===== src/rtl/dds_voice_bank_if.sv =====
// Frame-control and register-write bus of dds_voice_bank.
// The master drives ticks and register writes; the slave (the voice bank) returns the mixed sample.
interface dds_voice_bank_if #(
    parameter int OUT_W = 16
) ();
    logic             sample_tick;
    logic             wr_en;
    logic [3:0]       wr_voice;
    logic [1:0]       wr_field;
    logic [15:0]      wr_data;
    logic             busy;
    logic [OUT_W-1:0] sample_out;
    logic             sample_valid;
    logic             overrun;

    modport master (
        output sample_tick, wr_en, wr_voice, wr_field, wr_data,
        input  busy, sample_out, sample_valid, overrun
    );

    modport slave (
        input  sample_tick, wr_en, wr_voice, wr_field, wr_data,
        output busy, sample_out, sample_valid, overrun
    );
endinterface


===== src/rtl/dds_voice_bank.sv =====
// Time-multiplexed DDS oscillator bank: one voice per cycle, summed and saturated once per frame.
// Optional macro DDS_SINE_LUT_EN adds a quarter-wave sine table for sel=3 (otherwise sel=3 is triangle).
module dds_voice_bank #(
    parameter int NUM_VOICES = 4,
    parameter int TUNE_W     = 16,
    parameter int WAVE_W     = 12,
    parameter int OUT_W      = 16
) (
    input  logic            clk,
    input  logic            rst,
    dds_voice_bank_if.slave bus
);
    localparam int IDX_W = (NUM_VOICES > 1) ? $clog2(NUM_VOICES) : 1;
    localparam int ACC_W = WAVE_W + 4;
    localparam int SHIFT = OUT_W - WAVE_W;
    localparam int SAT_W = ACC_W + SHIFT;

    localparam logic [IDX_W-1:0]        LAST_IDX = IDX_W'(NUM_VOICES - 1);
    localparam logic [WAVE_W-1:0]       WAVE_MID = {1'b1, {(WAVE_W-1){1'b0}}};
    localparam logic [OUT_W-1:0]        OUT_MID  = {1'b1, {(OUT_W-1){1'b0}}};
    localparam logic signed [SAT_W-1:0] SAT_MAX  = SAT_W'((longint'(1) << (OUT_W - 1)) - 1);
    localparam logic signed [SAT_W-1:0] SAT_MIN  = ~SAT_MAX;

    typedef enum logic [1:0] {
        IDLE  = 2'd0,
        VOICE = 2'd1,
        MIX   = 2'd2
    } state_t;

`ifdef DDS_SINE_LUT_EN
    localparam int AMP_W = WAVE_W - 1;

    // Quarter-wave amplitudes at half-step sample points, Bhaskara rational approximation of sin.
    function automatic logic [256*AMP_W-1:0] build_sine_rom();
        logic [256*AMP_W-1:0] rom;
        longint u, prod, num, den, amp;
        rom = '0;
        for (int k = 0; k < 256; k++) begin
            u    = longint'(2 * k + 1);
            prod = u * (longint'(1024) - u);
            num  = longint'(16) * prod * ((longint'(1) << AMP_W) - longint'(1));
            den  = longint'(5 * 1024 * 1024) - longint'(4) * prod;
            amp  = (num + den / longint'(2)) / den;
            rom[k*AMP_W +: AMP_W] = AMP_W'(amp);
        end
        return rom;
    endfunction

    localparam logic [256*AMP_W-1:0] SINE_ROM = build_sine_rom();

    function automatic logic [WAVE_W-1:0] sine_wave(input logic [TUNE_W-1:0] ph);
        logic [7:0]       addr;
        logic [AMP_W-1:0] amp;
        addr = ph[TUNE_W-3 -: 8];
        if (ph[TUNE_W-2]) addr = ~addr;
        amp = SINE_ROM[int'(addr)*AMP_W +: AMP_W];
        if (ph[TUNE_W-1]) return ~{1'b1, amp};
        return {1'b1, amp};
    endfunction
`endif

    function automatic logic [WAVE_W-1:0] wave_of(input logic [TUNE_W-1:0] ph,
                                                  input logic [2:0]        sel,
                                                  input logic [WAVE_W-1:0] pw);
        logic [WAVE_W-1:0] p;
        logic [WAVE_W-1:0] tri_w;
        p     = ph[TUNE_W-1 -: WAVE_W];
        tri_w = ph[TUNE_W-2 -: WAVE_W];
        if (ph[TUNE_W-1]) tri_w = ~tri_w;
        case (sel)
            3'd0:    return p;
            3'd1:    return (p < pw) ? '1 : '0;
            3'd2:    return tri_w;
`ifdef DDS_SINE_LUT_EN
            3'd3:    return sine_wave(ph);
`else
            3'd3:    return tri_w;
`endif
            default: return WAVE_MID;
        endcase
    endfunction

    function automatic logic [OUT_W-1:0] mix_out(input logic signed [ACC_W-1:0] acc);
        logic signed [SAT_W-1:0] s;
        logic [OUT_W-1:0]        r;
        s = {acc, {SHIFT{1'b0}}};
        if (s > SAT_MAX)      r = SAT_MAX[OUT_W-1:0];
        else if (s < SAT_MIN) r = SAT_MIN[OUT_W-1:0];
        else                  r = s[OUT_W-1:0];
        return {~r[OUT_W-1], r[OUT_W-2:0]};
    endfunction

    state_t                  state_q;
    logic [IDX_W-1:0]        idx_q;
    logic signed [ACC_W-1:0] acc_q;
    logic                    busy_q;
    logic [OUT_W-1:0]        sample_out_q;
    logic                    sample_valid_q;
    logic                    overrun_q;

    logic [TUNE_W-1:0]       phase_q [NUM_VOICES];
    logic [TUNE_W-1:0]       tune_q  [NUM_VOICES];
    logic [WAVE_W-1:0]       pw_q    [NUM_VOICES];
    logic [2:0]              sel_q   [NUM_VOICES];
    logic [NUM_VOICES-1:0]   en_q;

    logic [TUNE_W-1:0]       vphase_d;
    logic [WAVE_W-1:0]       vwave;
    logic signed [WAVE_W:0]  vcontrib;
    logic signed [ACC_W-1:0] acc_d;
    logic                    wr_ok;
    logic                    voice_step;

    // Datapath for the voice selected by idx_q; uses pre-write register values.
    always_comb begin
        vphase_d = phase_q[idx_q] + tune_q[idx_q];
        vwave    = wave_of(vphase_d, sel_q[idx_q], pw_q[idx_q]);
        vcontrib = '0;
        if (en_q[idx_q]) vcontrib = $signed({1'b0, vwave}) - $signed({1'b0, WAVE_MID});
        acc_d    = acc_q + ACC_W'(vcontrib);
    end

    assign wr_ok      = bus.wr_en && (int'(bus.wr_voice) < NUM_VOICES) && (bus.wr_field != 2'd3);
    assign voice_step = (state_q == VOICE);

    // Phase clear is written after the accumulate so it takes priority on the same edge.
    always_ff @(posedge clk) begin
        if (rst) begin
            for (int v = 0; v < NUM_VOICES; v++) begin
                phase_q[v] <= '0;
                tune_q[v]  <= '0;
                pw_q[v]    <= '0;
                sel_q[v]   <= '0;
            end
            en_q <= '0;
        end else begin
            for (int v = 0; v < NUM_VOICES; v++) begin
                if (voice_step && idx_q == IDX_W'(v) && en_q[v]) phase_q[v] <= vphase_d;
                if (wr_ok && bus.wr_voice == 4'(v)) begin
                    case (bus.wr_field)
                        2'd0: tune_q[v] <= TUNE_W'(bus.wr_data);
                        2'd1: begin
                            en_q[v]  <= bus.wr_data[3];
                            sel_q[v] <= bus.wr_data[2:0];
                            if (bus.wr_data[4]) phase_q[v] <= '0;
                        end
                        2'd2: pw_q[v] <= WAVE_W'(bus.wr_data);
                        default: ;
                    endcase
                end
            end
        end
    end

    // Frame sequencer; the mixed sample is registered on entry to MIX so it is visible during MIX.
    always_ff @(posedge clk) begin
        if (rst) begin
            state_q        <= IDLE;
            idx_q          <= '0;
            acc_q          <= '0;
            busy_q         <= 1'b0;
            sample_out_q   <= OUT_MID;
            sample_valid_q <= 1'b0;
            overrun_q      <= 1'b0;
        end else begin
            sample_valid_q <= 1'b0;
            overrun_q      <= bus.sample_tick && busy_q;
            case (state_q)
                IDLE: begin
                    if (bus.sample_tick) begin
                        state_q <= VOICE;
                        idx_q   <= '0;
                        acc_q   <= '0;
                        busy_q  <= 1'b1;
                    end
                end
                VOICE: begin
                    acc_q <= acc_d;
                    if (idx_q == LAST_IDX) begin
                        state_q        <= MIX;
                        sample_out_q   <= mix_out(acc_d);
                        sample_valid_q <= 1'b1;
                    end else begin
                        idx_q <= idx_q + 1'b1;
                    end
                end
                MIX: begin
                    state_q <= IDLE;
                    busy_q  <= 1'b0;
                end
                default: begin
                    state_q <= IDLE;
                    busy_q  <= 1'b0;
                end
            endcase
        end
    end

    assign bus.busy         = busy_q;
    assign bus.sample_out   = sample_out_q;
    assign bus.sample_valid = sample_valid_q;
    assign bus.overrun      = overrun_q;
endmodule


===== src/flat_wrapper.sv =====
// flat-port wrapper written by rule: the top's interface ports become plain ports
module dds_voice_bank_flat 
#(
    parameter int NUM_VOICES = 4,
    parameter int TUNE_W     = 16,
    parameter int WAVE_W     = 12,
    parameter int OUT_W      = 16
)
  (clk, rst, bus_sample_tick, bus_wr_en, bus_wr_voice, bus_wr_field, bus_wr_data, bus_busy, bus_sample_out, bus_sample_valid, bus_overrun);
  dds_voice_bank_if #(.OUT_W(OUT_W)) bus_i ();
  input  logic clk;
  input  logic rst;
  input wire logic [$bits(bus_i.sample_tick)-1:0] bus_sample_tick;
  input wire logic [$bits(bus_i.wr_en)-1:0] bus_wr_en;
  input wire logic [$bits(bus_i.wr_voice)-1:0] bus_wr_voice;
  input wire logic [$bits(bus_i.wr_field)-1:0] bus_wr_field;
  input wire logic [$bits(bus_i.wr_data)-1:0] bus_wr_data;
  output wire logic [$bits(bus_i.busy)-1:0] bus_busy;
  output wire logic [$bits(bus_i.sample_out)-1:0] bus_sample_out;
  output wire logic [$bits(bus_i.sample_valid)-1:0] bus_sample_valid;
  output wire logic [$bits(bus_i.overrun)-1:0] bus_overrun;
  assign bus_i.sample_tick = bus_sample_tick;
  assign bus_i.wr_en = bus_wr_en;
  assign bus_i.wr_voice = bus_wr_voice;
  assign bus_i.wr_field = bus_wr_field;
  assign bus_i.wr_data = bus_wr_data;
  assign bus_busy = bus_i.busy;
  assign bus_sample_out = bus_i.sample_out;
  assign bus_sample_valid = bus_i.sample_valid;
  assign bus_overrun = bus_i.overrun;
  dds_voice_bank #(.NUM_VOICES(NUM_VOICES), .TUNE_W(TUNE_W), .WAVE_W(WAVE_W), .OUT_W(OUT_W)) u_core (.clk(clk), .rst(rst), .bus(bus_i));
endmodule

===== config.mk =====
export PLATFORM = sky130hd
export DESIGN_NAME = dds_voice_bank_flat
export DESIGN_NICKNAME = d
export VERILOG_FILES = /design/src/rtl/dds_voice_bank_if.sv /design/src/rtl/dds_voice_bank.sv /design/src/flat_wrapper.sv
export SDC_FILE = /design/constraint.sdc
export NUM_CORES = 1
export LEC_CHECK = 0
export BUFFER_PORTS_ARGS = -buffer_cell sky130_fd_sc_hd__buf_2
export CAP_MARGIN = 20
export CORE_MARGIN = 8
export CORE_UTILIZATION = 42
export DETAILED_ROUTE_END_ITERATION = 10
export PLACE_DENSITY = 0.54
export SYNTH_ARGS = -nofsm -noshare
export SYNTH_HDL_FRONTEND = slang
export SYNTH_SLANG_ARGS = --single-unit

===== constraint.sdc =====
create_clock -name clk -period 8 [get_ports clk]
set_input_delay 1.2 -clock clk [delete_from_list [all_inputs] [get_ports clk]]
set_output_delay 1.2 -clock clk [all_outputs]
set_load 0.02 [all_outputs]

# [Yosys cells after proc, flatten, opt, wreduce, memory -nomap -nowiden]
# Memory sizes are Yosys's and may differ from the RTL's. A register that Yosys moved wholly into a read port is not among the register bits.
# Cells that the tools add are included.
[classes] addsub=4 mul=0 n_div=0 n_lt_le_gt_ge=5 eq_ne=16 shifts=0 muxes=117 n_bitwise=23 reduce_logical=32
[op_table] op="16-bit two-way mux" n=18
[op_table] op="12-bit two-way mux" n=6
[op_table] op="1-bit two-way mux" n=70
[op_table] op="12-bit one-hot mux with 3 select lines" n=1
[op_table] op="16-bit one-hot mux with 2 select lines" n=1
[op_table] op="2-bit two-way mux" n=12
[op_table] op="20-bit by 16-bit greater-than comparator with 1-bit output, second input constant" n=1
[op_table] op="20-bit by 16-bit less-than comparator with 1-bit output, second input constant" n=1
[op_table] op="1-bit bitwise OR" n=20
[op_table] op="16-bit by 13-bit adder with 16-bit output" n=1
[op_table] op="16-bit adder" n=1
[op_table] op="2-bit AND reduction" n=8
[op_table] op="1-bit logical AND" n=15
[op_table] op="13-bit two-way mux" n=1
[op_table] op="12-bit by 12-bit subtractor with 13-bit output, second input constant" n=1
[op_table] op="12-bit less-than comparator" n=1
[op_table] op="3-bit two-way mux" n=4
[op_table] op="12-bit NOT" n=1
[op_table] op="4-bit by 2-bit equality test with 1-bit output, second input constant" n=2
[op_table] op="2-bit != test, second input constant" n=4
[op_table] op="2-bit one-hot mux with 2 select lines" n=2
[op_table] op="2-bit by 1-bit equality test with 1-bit output, second input constant" n=3
[op_table] op="2-bit equality test, second input constant" n=3
[op_table] op="3-bit by 2-bit equality test with 1-bit output, second input constant" n=2
[op_table] op="other kinds (14)" n=18
[word_totals] regBits=43 latchBits=0 ramBits=188 romBits=0 inputBits=26 out_inout_bits=19 wordCells=212 mem_count=4
[mem_list] memory="u_core.phase_q" depth=4 width=16 rd=1 rd_clocked_by_memory_dff=1 wr=4 line="dds_voice_bank.sv:101" rtl="logic [TUNE_W-1:0] phase_q [NUM_VOICES];"
[mem_list] memory="u_core.tune_q" depth=4 width=16 rd=1 rd_clocked_by_memory_dff=1 wr=4 line="dds_voice_bank.sv:102" rtl="logic [TUNE_W-1:0] tune_q [NUM_VOICES];"
[mem_list] memory="u_core.pw_q" depth=4 width=12 rd=1 rd_clocked_by_memory_dff=1 wr=4 line="dds_voice_bank.sv:103" rtl="logic [WAVE_W-1:0] pw_q [NUM_VOICES];"
[mem_list] memory="u_core.sel_q" depth=4 width=3 rd=1 rd_clocked_by_memory_dff=1 wr=4 line="dds_voice_bank.sv:104" rtl="logic [2:0] sel_q [NUM_VOICES];"

# [Logic depth before layout (Yosys ltp)]
# Gate-level depths: netlist of the first run.
[logic_depth] ltp_word=14 depth_mapped=36 mapped_depth_nobuf=33

# [Worst setup path before layout of the first run]
# Ideal clock, no wire load.
[synth_path] kind="register to register" from="register (tool-made name)" to="register u_core.sample_out_q[10] (netlist: u_core.bus.sample_out[10])" setup_ns=0.123 arrival_time_ns=7.042 t_required_ns=7.877 setup_slack_ns=0.835 path_stages_with_launch=33 n_path_buf=3 synth_period_minus_slack_ns=7.165 cell_sequence="dfxtp_1 -> buf_6 -> buf_1 -> mux4_2 -> ha_1 -> inv_1 -> fa_1 -> and2b_1 -> o211ai_1 -> a31oi_1 -> a21oi_1 -> o21bai_1 -> a21oi_1 -> xor2_1 -> inv_1 -> ha_1 -> and4_1 -> nand3_1 -> a311oi_1 -> nor3_1 -> a221oi_1 -> nor2_1 -> ha_1 -> a21oi_1 -> o211ai_1 -> a2111oi_2 -> o21ai_0 -> xor2_1 -> nor4b_1 -> a31oi_1 -> a21oi_2 -> buf_6 -> o32ai_1"
[synth_lines] element="to (signal assigned)" line="dds_voice_bank.sv:181" rtl="sample_out_q <= mix_out(acc_d);"
[synth_lines] element="to (decl)" line="dds_voice_bank.sv:97" rtl="logic [OUT_W-1:0] sample_out_q;"

==> results of run 1 <==
==> layer usage <==
| layer | global-route usage | vias up |
|---|---|---|
| li1 | - | 3700 |
| met1 | 0.243 | 3852 |
| met2 | 0.299 | 146 |
| met3 | 0.0221 | 40 |
| met4 | 0.0503 | 0 |
| met5 | 0 | - |
==> state kept, by name, indices dropped and copies added, names as in the netlist, named ones only <==
| register | cells |
|---|---|
| u_core.phase_q | 64 |
| u_core.tune_q | 64 |
| u_core.pw_q | 48 |
| u_core.acc_q | 16 |
| u_core.bus.sample_out | 13 |
| u_core.sel_q | 12 |
| u_core.en_q | 4 |
| u_core.idx_q | 2 |
| u_core.state_q | 2 |
| u_core.bus.busy | 1 |
| u_core.bus.overrun | 1 |
| u_core.bus.sample_valid | 1 |
==> power breakdown <==
group          total [mW]  leakage [nW]  internal, mW  switching [mW]
Clock                1.14         0.394         0.658           0.479
Sequential           1.36          2.17          1.34          0.0165
Combinational       0.491          2.46         0.194           0.297
Total                2.98          5.03          2.19           0.792
==> synth_stat cells (4+ instances only) <==
library cell / n
edfxtp_1: 188
and2_1: 126
nor2_1: 125
mux4_2: 46
ha_1: 45
nand2_1: 45
inv_1: 44
dfxtp_1: 42
a21oi_1: 37
clkbuf_1: 33
o21ai_0: 32
xnor2_1: 30
o21bai_1: 16
xor2_1: 14
nand4_1: 11
nor2b_1: 11
o32ai_1: 11
a31oi_1: 9
a22o_1: 8
nand2b_1: 8
a221oi_1: 7
a21o_1: 6
a22oi_1: 6
o211ai_1: 6
a211oi_1: 5
nor3_1: 5
a21boi_0: 4
buf_1: 4
clkbuf_8: 4
nand3_1: 4
or2_2: 4
==> metrics by stage <==
stage / hold slack [ns] / util
2_1_floorplan: 0.432 / -
3_3_place_gp: 0.433 / 0.453
3_5_place_dp: 0.438 / 0.454
4_1_cts: 0.450 / 0.483
5_1_grt: 0.486 / 0.487
6_report: 0.451 / 0.487
==> layout make-up <==
| class | instances | share of cell area |
|---|---|---|
| Inverter | 44 | 0.0122 |
| Clock inverter | 17 | 0.0111 |
| Sequential cell | 230 | 0.478 |
| Tap cell | 378 | 0.0348 |
| Timing Repair Buffer | 84 | 0.0406 |
| Multi-Input combinational cell | 660 | 0.375 |
| Clock buffer | 29 | 0.0487 |
==> path summary, 6_finish.rpt <==
check,startpoint,end,depth (start not counted)
setup reg to reg,register,u_core.bus.sample_out[4],32
hold / removal,u_core.bus.busy,u_core.bus.overrun,2
setup / recovery,register,u_core.bus.sample_out[4],32
hold reg to reg,u_core.bus.busy,u_core.bus.overrun,2
==> worst min-delay path: cells and delay by family (launching register included) <==
family,cells,cell delay [ns]
DFF,1,0.32
and+or+nand+nor,2,0.09
==> repair_timing <==
action                     in CTS  in global routing
setup endpoints to repair       0                 13
buffers inserted                0                  6
resized for setup               0                 10
==> cells by family after synthesis <==
logic type | synth area share
fa+ha+maj | 0.0505
xor+xnor | 0.0346
simple gates | 0.152
buf+inv | 0.0352
mux | 0.0908
compound gates | 0.0933
flops | 0.544
==> impl_metrics.csv, run 1 <==
group,metric,value,unit
synthesis,async_flop_share,0,
critical_path,start_kind,"register",
placement,placed_area,0.0126,mm²
synthesis,yosysWarnings,0,
route,drt-met1-wl,13700,µm
route,met3_wirelength,1050,µm
clock_tree,cts_root_buffer,"clkbuf_16",
layout,fin_nets,1119,
critical_path,cp_num_buf_inv,4,
placement,dp_slack,0.266,ns
run_status,status,"finished, final reports clean",
route,wl,30100,µm
route,ant_nets,0,
placement,portBuffers,44,
synthesis,syn_area,0.0119,mm²
synthesis,yosysSeqAreaShare,0.544,
clock_tree,cts_tree,"built",
route,routedWlPerCell,20.9,µm
route,drt_first_pass_iters,6,
critical_path,worstSetupEndpointType,"register",
synthesis,synth-seq-cells,230,
synthesis,synth_cells,982,
route,top_layer,"met4",
critical_path,r2r_slack,0.61,ns
route,route.met2.wl,14600,µm
flow_run,maxCapViolCount,0,
grt,grt_first_pass_wirelength,46500,µm
sta,fmax,135,MHz
layout,drive_above_1_share,0.184,
grt,antenna_found_initial,0,
grt,grt_overflow,0,
layout,final_common_cell,"edfxtp_1",
synthesis,syn_nets,1055,
sta,clock_skew,0.0147,ns
route,drtIter0Drc,561,
critical_path,max_stage_delay,0.59,ns
route,vias_per_cell,5.37,
placement,dpl.cell_count,1387,
floorplan,num_rows,61,
sta,period_minus_slack,7.39,ns
grt,grt_max_degree,58,
sta,timing.final.crit_share,0.924,
layout,n_antenna_cell,0,
floorplan,die_h,185,µm
layout,area_growth,13.8,%
hold_path,hold_class,"reg2reg",
sta,layout_setup_ws,0.607,ns
synthesis,synth_edf_count,188,
floorplan,die_x,185,µm
clock_tree,cts.sinks,230,
sta,rsz0062_at_grt,"no",
critical_path,cpLargestDelayFamily,"compound AO/OA/AOI/OAI gates",
sta,relSlewSlack,0.264,
synthesis,yosysUniqueCellTypes,62,
placement,place.gp.congestion,0.921,
critical_path,crit_path_top_delay_cell,"mux4_2",
pwr,powerDensity,220,mW/mm²
critical_path,crit_arrival,7.77,ns
floorplan,die-area,0.0341,mm²
pwr,max-vdd-ir-drop,0.000167,V
synthesis,synth.area.top_cells,"edfxtp_1, mux4_2, dfxtp_1, and2_1, ha_1",
grt,grt_pass1_vias,7888,
route,drc,0,
critical_path,worstPathRequired,8.38,ns
clock_tree,cts-buffers-inserted,26,
floorplan,start_util,0.428,
floorplan,io_pins,45,
placement,dp_hpwl,20700,µm
grt,grtUsageTotal,0.179,
sta,slew_violations,0,
sta,setup_violations,0,
critical_path,path_class,"reg2reg",
clock_tree,path_clk_slew,0.06,ns
pwr,total_power,2.98,mW
clock_tree,htreeDepth,1,
clock_tree,clockBufferDepth,3,
floorplan,core_area,0.0279,mm²
sta,finalSetupTns,0,ns
sta,worst_pin_slew,1.10,ns
layout,layout.area.seq,0.00649,mm²
pwr,leakagePower,5.03,nW
synthesis,syn_area_per_cell,12.2,µm²
synthesis,ys.flop_type,"edfxtp_1",
layout,final_cell_mix,"edfxtp_1, and2_1, nor2_1",
synthesis,yosysTopAreaCell,"edfxtp_1",
critical_path,critPathMaxFanout,12,
route,dr_total_vias,7738,
synthesis,yosysTopAreaCellShare,0.473,
clock_tree,cts_hold_buf,0,
layout,stdcell_area,0.0136,mm²
clock_tree,clk_latency,0.54,ns
layout,stdcell_count,1442,
layout,fill_cells,2561,
sta,hold_viol,0,
layout,multiInputGateArea,0.00509,mm²
(Power assumes the default switching activity.)
==> inputs of run 2 (changes only) <==
--- a/config.mk
+++ b/config.mk
@@ -10,7 +10,7 @@
 export CORE_MARGIN = 8
 export CORE_UTILIZATION = 42
 export DETAILED_ROUTE_END_ITERATION = 10
-export PLACE_DENSITY = 0.54
+export PLACE_DENSITY = 0.67
 export SYNTH_ARGS = -nofsm -noshare
 export SYNTH_HDL_FRONTEND = slang
 export SYNTH_SLANG_ARGS = --single-unit
==> run 2 against run 1 <==
  * Routed wire length fell by 5.9%
  * First-iteration DRC count fell by 2.1%
  * Via count fell by 0.37%
  * Sequential share of layout area rose by 0.41 points
  * Highest routed layer unchanged
==> impl_metrics.csv, run 2 (same netlist as run 1, synthesis figures left out) <==
group,metric,value,unit
layout,final_cell_mix,"edfxtp_1, and2_1, nor2_1",
critical_path,worstPathRequired,8.36,ns
floorplan,io_pins,45,
route,vias_per_cell,5.38,
layout,fill_cells,2470,
critical_path,path_class,"reg2reg",
route,routedWlPerCell,19.8,µm
clock_tree,clockBufferDepth,3,
clock_tree,cts-buffers-inserted,25,
route,drtIter0Drc,549,
grt,grt_pass1_vias,7902,
sta,slew_violations,0,
sta,fmax,132,MHz
grt,grt_max_degree,58,
pwr,max-vdd-ir-drop,0.000144,V
floorplan,die_x,185,µm
sta,layout_setup_ws,0.434,ns
clock_tree,cts.sinks,230,
sta,hold-worst-slack,0.445,ns
sta,timing.final.crit_share,0.946,
layout,top_regs,"u_core.phase_q: 64 flops, u_core.tune_q: 64 flops, u_core.pw_q: 48 flops",
route,drt_first_pass_iters,5,
route,met3_wirelength,1210,µm
critical_path,crit_path_top_delay_cell,"xnor2_4",
layout,area_growth,12.8,%
flow_run,maxCapViolCount,0,
pwr,powerDensity,215,mW/mm²
run_status,status,"finished, final reports clean",
sta,worst_pin_slew,1.18,ns
critical_path,crit_arrival,7.93,ns
critical_path,start_kind,"register",
grt,grt_overflow,0,
layout,final_common_cell,"edfxtp_1",
route,dr_total_vias,7709,
hold_path,hold_class,"reg2reg",
pwr,p_sw_frac,0.263,
pwr,seqPwrFrac,0.469,
critical_path,cp_common_cell,"ha_1",
floorplan,core_area,0.0279,mm²
sta,rsz0062_at_grt,"no",
sta,clock_skew,0.00869,ns
route,route.met2.wl,14100,µm
clock_tree,clk_latency,0.52,ns
route,drt-met1-wl,12400,µm
layout,stdcell_count,1434,
clock_tree,cts_root_buffer,"clkbuf_16",
placement,dp_hpwl,19700,µm
sta,hold_viol,0,
route,wl,28400,µm
route,top_layer,"met4",
critical_path,max_stage_delay,0.62,ns
grt,grt_first_pass_wirelength,44700,µm
floorplan,num_rows,61,
layout,drive_above_1_share,0.177,
route,drc,0,
clock_tree,htreeDepth,1,
pwr,pwr-share-comb,0.163,
floorplan,die-area,0.0341,mm²
critical_path,worstSetupEndpointType,"register",
sta,setup_violations,0,
placement,portBuffers,44,
placement,place.gp.congestion,0.844,
sta,relSlewSlack,0.214,
floorplan,start_util,0.428,
pwr,p_int,2.13,mW
placement,dp_slack,0.0350,ns
clock_tree,cts_tree,"built",
placement,dpl.cell_count,1381,
layout,fin_nets,1113,
clock_tree,cts_hold_buf,0,
pwr,switchingPower,0.760,mW
grt,grtUsageTotal,0.167,
route,ant_nets,0,
sta,period_minus_slack,7.57,ns
layout,n_antenna_cell,0,
pwr,leakagePower,4.95,nW
sta,finalSetupTns,0,ns
pwr,power_frac_clock,0.368,
floorplan,die_h,185,µm
critical_path,critPathMaxFanout,19,
clock_tree,path_clk_slew,0.06,ns
layout,layout.area.seq,0.00649,mm²
grt,antenna_found_initial,0,
layout,multiInputGateArea,0.00509,mm²
## run 2: cell types whose count changed in the layout (fill, tap and decap cells not counted), sizes merged
cell / before / now
buf: 84 / 79
clkinv: 14 / 7
clkbuf: 29 / 32
bufinv: 2 / 1
clkinvlp: 1 / 3
## run 2: cell type report
cell class	instances	share of cell area
Sequential cell	230	0.482
Multi-Input combinational cell	660	0.378
Timing Repair Buffer	79	0.0377
Clock buffer	32	0.0484
Inverter	44	0.0123
Tap cell	378	0.0351
Clock inverter	11	0.00632
## run 2: power groups by stage
stage / sequential (mW) / combinational, mW / clock (mW)
2_1_floorplan: 1.37 / 0.315 / 0
3_3_place_gp: 1.38 / 0.454 / 0
3_5_place_dp: 1.38 / 0.458 / 0
4_1_cts: 1.36 / 0.460 / 1.08
5_1_grt: 1.36 / 0.511 / 1.13
6_report: 1.36 / 0.472 / 1.06
## run 2: through the flow
stage | instance area [µm²] | power (mW) | utilization
3_3_place_gp | 12600 | 1.83 | 0.451
6_report | 13500 | 2.89 | 0.483
4_1_cts | 13300 | 2.90 | 0.478
5_1_grt | 13500 | 3.00 | 0.483
3_5_place_dp | 12600 | 1.84 | 0.451
2_1_floorplan | 11900 | 1.69 | -
## run 2: worst max-delay path, delay by kind of cell, from the launching register on
family | cells | cell delay, ns
AO/OA/AOI/OAI | 13 | 2.42
XOR/XNOR | 1 | 0.62
adder cells (fa/ha/maj) | 4 | 1.39
buffers and inverters | 3 | 0.57
flip-flops | 1 | 0.45
multiplexers | 1 | 0.58
AND/OR/NAND/NOR | 6 | 1.38
## run 2: what timing repair did
| item | in CTS | in global routing |
|---|---|---|
| setup endpoints to repair | 0 | 14 |
| setup buffers | 0 | 9 |
| resized for setup | 0 | 11 |
## run 2: metal layers
metal  up-vias  global-route usage
li1       3682                   -
met1      3809               0.214
met2       174               0.292
met3        44              0.0236
met4         0              0.0452
met5         -                   0
## run 2: path summary, 6_finish.rpt
check                                      from                  endpoint  slack, ns  cells after the start
worst max-delay path                   register  u_core.bus.sample_out[7]       0.43                     28
worst min-delay path            u_core.bus.busy        u_core.bus.overrun       0.44                      2
worst max register to register         register  u_core.bus.sample_out[7]       0.43                     28
worst min register to register  u_core.bus.busy        u_core.bus.overrun       0.44                      2
==> inputs of run 3 (changes only) <==
--- a/config.mk
+++ b/config.mk
@@ -5,6 +5,7 @@
 export SDC_FILE = /design/constraint.sdc
 export NUM_CORES = 1
 export LEC_CHECK = 0
+export ABC_AREA = 1
 export BUFFER_PORTS_ARGS = -buffer_cell sky130_fd_sc_hd__buf_2
 export CAP_MARGIN = 20
 export CORE_MARGIN = 8
==> run 3 against run 2 <==
  * Area after synthesis shrank 0.23%
  * Non-clock buffer count fell by 21
  * Critical path depth rose by 10
  * Routed wire length grew 9.2%
  * First-iteration DRC count is 72% higher
  * Sequential power hardly changed
  * Clock-buffer cell count is 2 lower
  * Critical path type unchanged
  * Sequential cell count did not move
  * Core utilization down 0.73 points
  * Final cell count grew 20%
==> impl_metrics.csv, run 3 <==
group,metric,value,unit
sta,period_minus_slack,6.89,ns
grt,grt_pass1_vias,9193,
synthesis,async_flop_share,0,
synthesis,yosysSeqAreaShare,0.545,
synthesis,syn_nets,1377,
clock_tree,path_clk_slew,0.06,ns
synthesis,yosysUniqueCellTypes,39,
clock_tree,post_cts_resize_count,0,
layout,multiInputGateArea,0.00468,mm²
route,drt_first_pass_iters,5,
synthesis,synth_edf_count,188,
route,vias_per_cell,5.44,
route,drtIter0Drc,942,
hold_path,hold_depth,2,
critical_path,crit_arrival,7.34,ns
critical_path,r2r_slack,1.11,ns
hold_path,hp-start,"u_core.bus.busy",
grt,grt_overflow,0,
critical_path,rr_worst_depth,38,
floorplan,die-area,0.0340,mm²
grt,use_met1,0.243,
sta,timing.final.crit_share,0.861,
route,wl,31000,µm
layout,n_antenna_cell,0,
sta,clock_skew,0.0222,ns
critical_path,path_class,"reg2reg",
synthesis,synth.area.top_cells,"edfxtp_1, nor2_1, dfxtp_1, nand2_1, ha_1",
synthesis,syn_area_per_cell,9.13,µm²
critical_path,max_stage_delay,0.57,ns
synthesis,yosysWarnings,0,
grt,antenna_found_initial,0,
layout,area_growth,11.4,%
layout,drive_above_1_share,0.110,
grt,top_usage_layer,"met2",
sta,setup_violations,0,
clock_tree,cts_tree,"built",
sta,finalSetupTns,0,ns
clock_tree,postCtsSetupBuffers,0,
pwr,max-vdd-ir-drop,0.000161,V
critical_path,worstSetupEndpointType,"register",
grt,met2_usage,0.296,
critical_path,cp_common_cell,"nand2_1",
clock_tree,clk_latency,0.54,ns
placement,place.gp.congestion,0.885,
synthesis,synth_cells,1304,
layout,fill_cells,2623,
synthesis,synth-seq-cells,230,
sta,fmax,145,MHz
layout,final_common_cell,"nor2_1",
pwr,leakagePower,5.53,nW
layout,layout.area.seq,0.00649,mm²
grt,use_met3,0.0280,
grt,grt_max_degree,93,
pwr,powerDensity,259,mW/mm²
critical_path,reg2reg_to,"u_core.bus.sample_out[7]",
route,dr_total_vias,9370,
floorplan,num_rows,61,
critical_path,critPathMaxFanout,72,
synthesis,ys_top_cells_by_count,"nor2_1, nand2_1, edfxtp_1",
clock_tree,clockBufferDepth,3,
route,ant_nets,0,
layout,fin_nets,1396,
floorplan,core_area,0.0279,mm²
clock_tree,htreeDepth,1,
clock_tree,cts.sinks,230,
critical_path,worstPathRequired,8.45,ns
route,drc,0,
synthesis,ys.flop_type,"edfxtp_1",
sta,rsz0062_at_grt,"no",
sta,slew_violations,0,
clock_tree,cts_hold_buf,0,
synthesis,syn_area,0.0119,mm²
hold_path,holdPathEnd,"u_core.bus.overrun",
floorplan,die_h,184,µm
layout,stdcell_count,1721,
layout,top_regs,"u_core.phase_q: 64 flops, u_core.tune_q: 64 flops, u_core.pw_q: 48 flops",
floorplan,io_pins,45,
synthesis,synthMostInstantiatedCell,"nor2_1",
placement,dpl.cell_count,1673,
grt,grtUsageTotal,0.182,
placement,dp_hpwl,20400,µm
critical_path,crit_path_top_delay_cell,"buf_4",
flow_run,maxCapViolCount,0,
synthesis,yosysTopAreaCellShare,0.474,
route,routedWlPerCell,18.0,µm
synthesis,yosysTopAreaCell,"edfxtp_1",
placement,portBuffers,44,
grt,grt_first_pass_wirelength,48900,µm
clock_tree,cts-buffers-inserted,26,
clock_tree,cts_root_buffer,"clkbuf_16",
run_status,status,"finished, final reports clean",
sta,relSlewSlack,0.268,
critical_path,cp_num_buf_inv,6,
floorplan,start_util,0.427,
hold_path,hold_class,"reg2reg",
critical_path,start_kind,"register",
sta,worst_pin_slew,1.10,ns
critical_path,cpLargestDelayFamily,"compound AO/OA/AOI/OAI gates",
floorplan,die_x,184,µm
sta,hold_viol,0,
layout,final_cell_mix,"nor2_1, nand2_1, edfxtp_1",
run 3: tightest hold or removal path, stage by stage (launching register included):
cell and delay, ns:
dfxtp_1 0.31, nand2_1 0.05, nor2_1 0.03
run 3: where the power goes:
group          internal, mW  total, mW  switching (mW)
registers              1.34       1.36          0.0170
clock network         0.694       1.17           0.480
logic                 0.277      0.899           0.621
total                  2.31       3.43            1.12
run 3: stage by stage:
step	total power, mW	worst slack, ns	utilization	hold slack [ns]	area [µm²]
final	3.43	1.11	0.476	0.442	13300
after global routing	3.60	0.441	0.476	0.470	13300
after CTS	3.44	1.17	0.476	0.446	13300
after detailed placement	2.27	1.21	0.446	0.437	12400
after global placement	2.26	1.24	0.446	0.435	12400
after floorplan	1.99	1.93	-	0.424	11900
run 3: final cells by class:
class	instances	share of cell area
flip-flops and latches	230	0.489
multi-input cells	889	0.353
clock buffers	30	0.0502
well taps	378	0.0357
inverters	118	0.0334
repair buffers	58	0.0255
clock inverters	18	0.0133
run 3: cells by family (layout without fill, tap and decap cells):
kind of cell | Yosys count | in the layout | synth area share
buffers and inverters | 185 | 224 | 0.0622
and+or+nand+nor | 588 | 588 | 0.203
DFF | 230 | 230 | 0.545
xor gates and xnor gates | 24 | 24 | 0.0177
adders and majority gates | 47 | 47 | 0.0507
AOI/OAI and AO/OA | 230 | 230 | 0.122
run 3: routing by layer:
| metal | up-vias | part of all wire |
|---|---|---|
| met1 | 4479 | 0.44 |
| met4 | 0 | 0.031 |
| met3 | 68 | 0.072 |
| met5 | - | 0 |
| met2 | 343 | 0.46 |
| li1 | 4480 | - |
run 3: how the worst max path moves through the flow:
stage / from / to / slack (ns) / cells after the start
5_1_grt: register / u_core.bus.sample_out[7] / 0.44 / 38
2_1_floorplan: register / u_core.bus.sample_out[4] / 1.93 / 44
6_report: register / u_core.bus.sample_out[7] / 1.11 / 38
4_1_cts: register / u_core.bus.sample_out[7] / 1.17 / 38
3_3_place_gp: register / u_core.bus.sample_out[7] / 1.24 / 38
3_5_place_dp: register / u_core.bus.sample_out[8] / 1.21 / 38
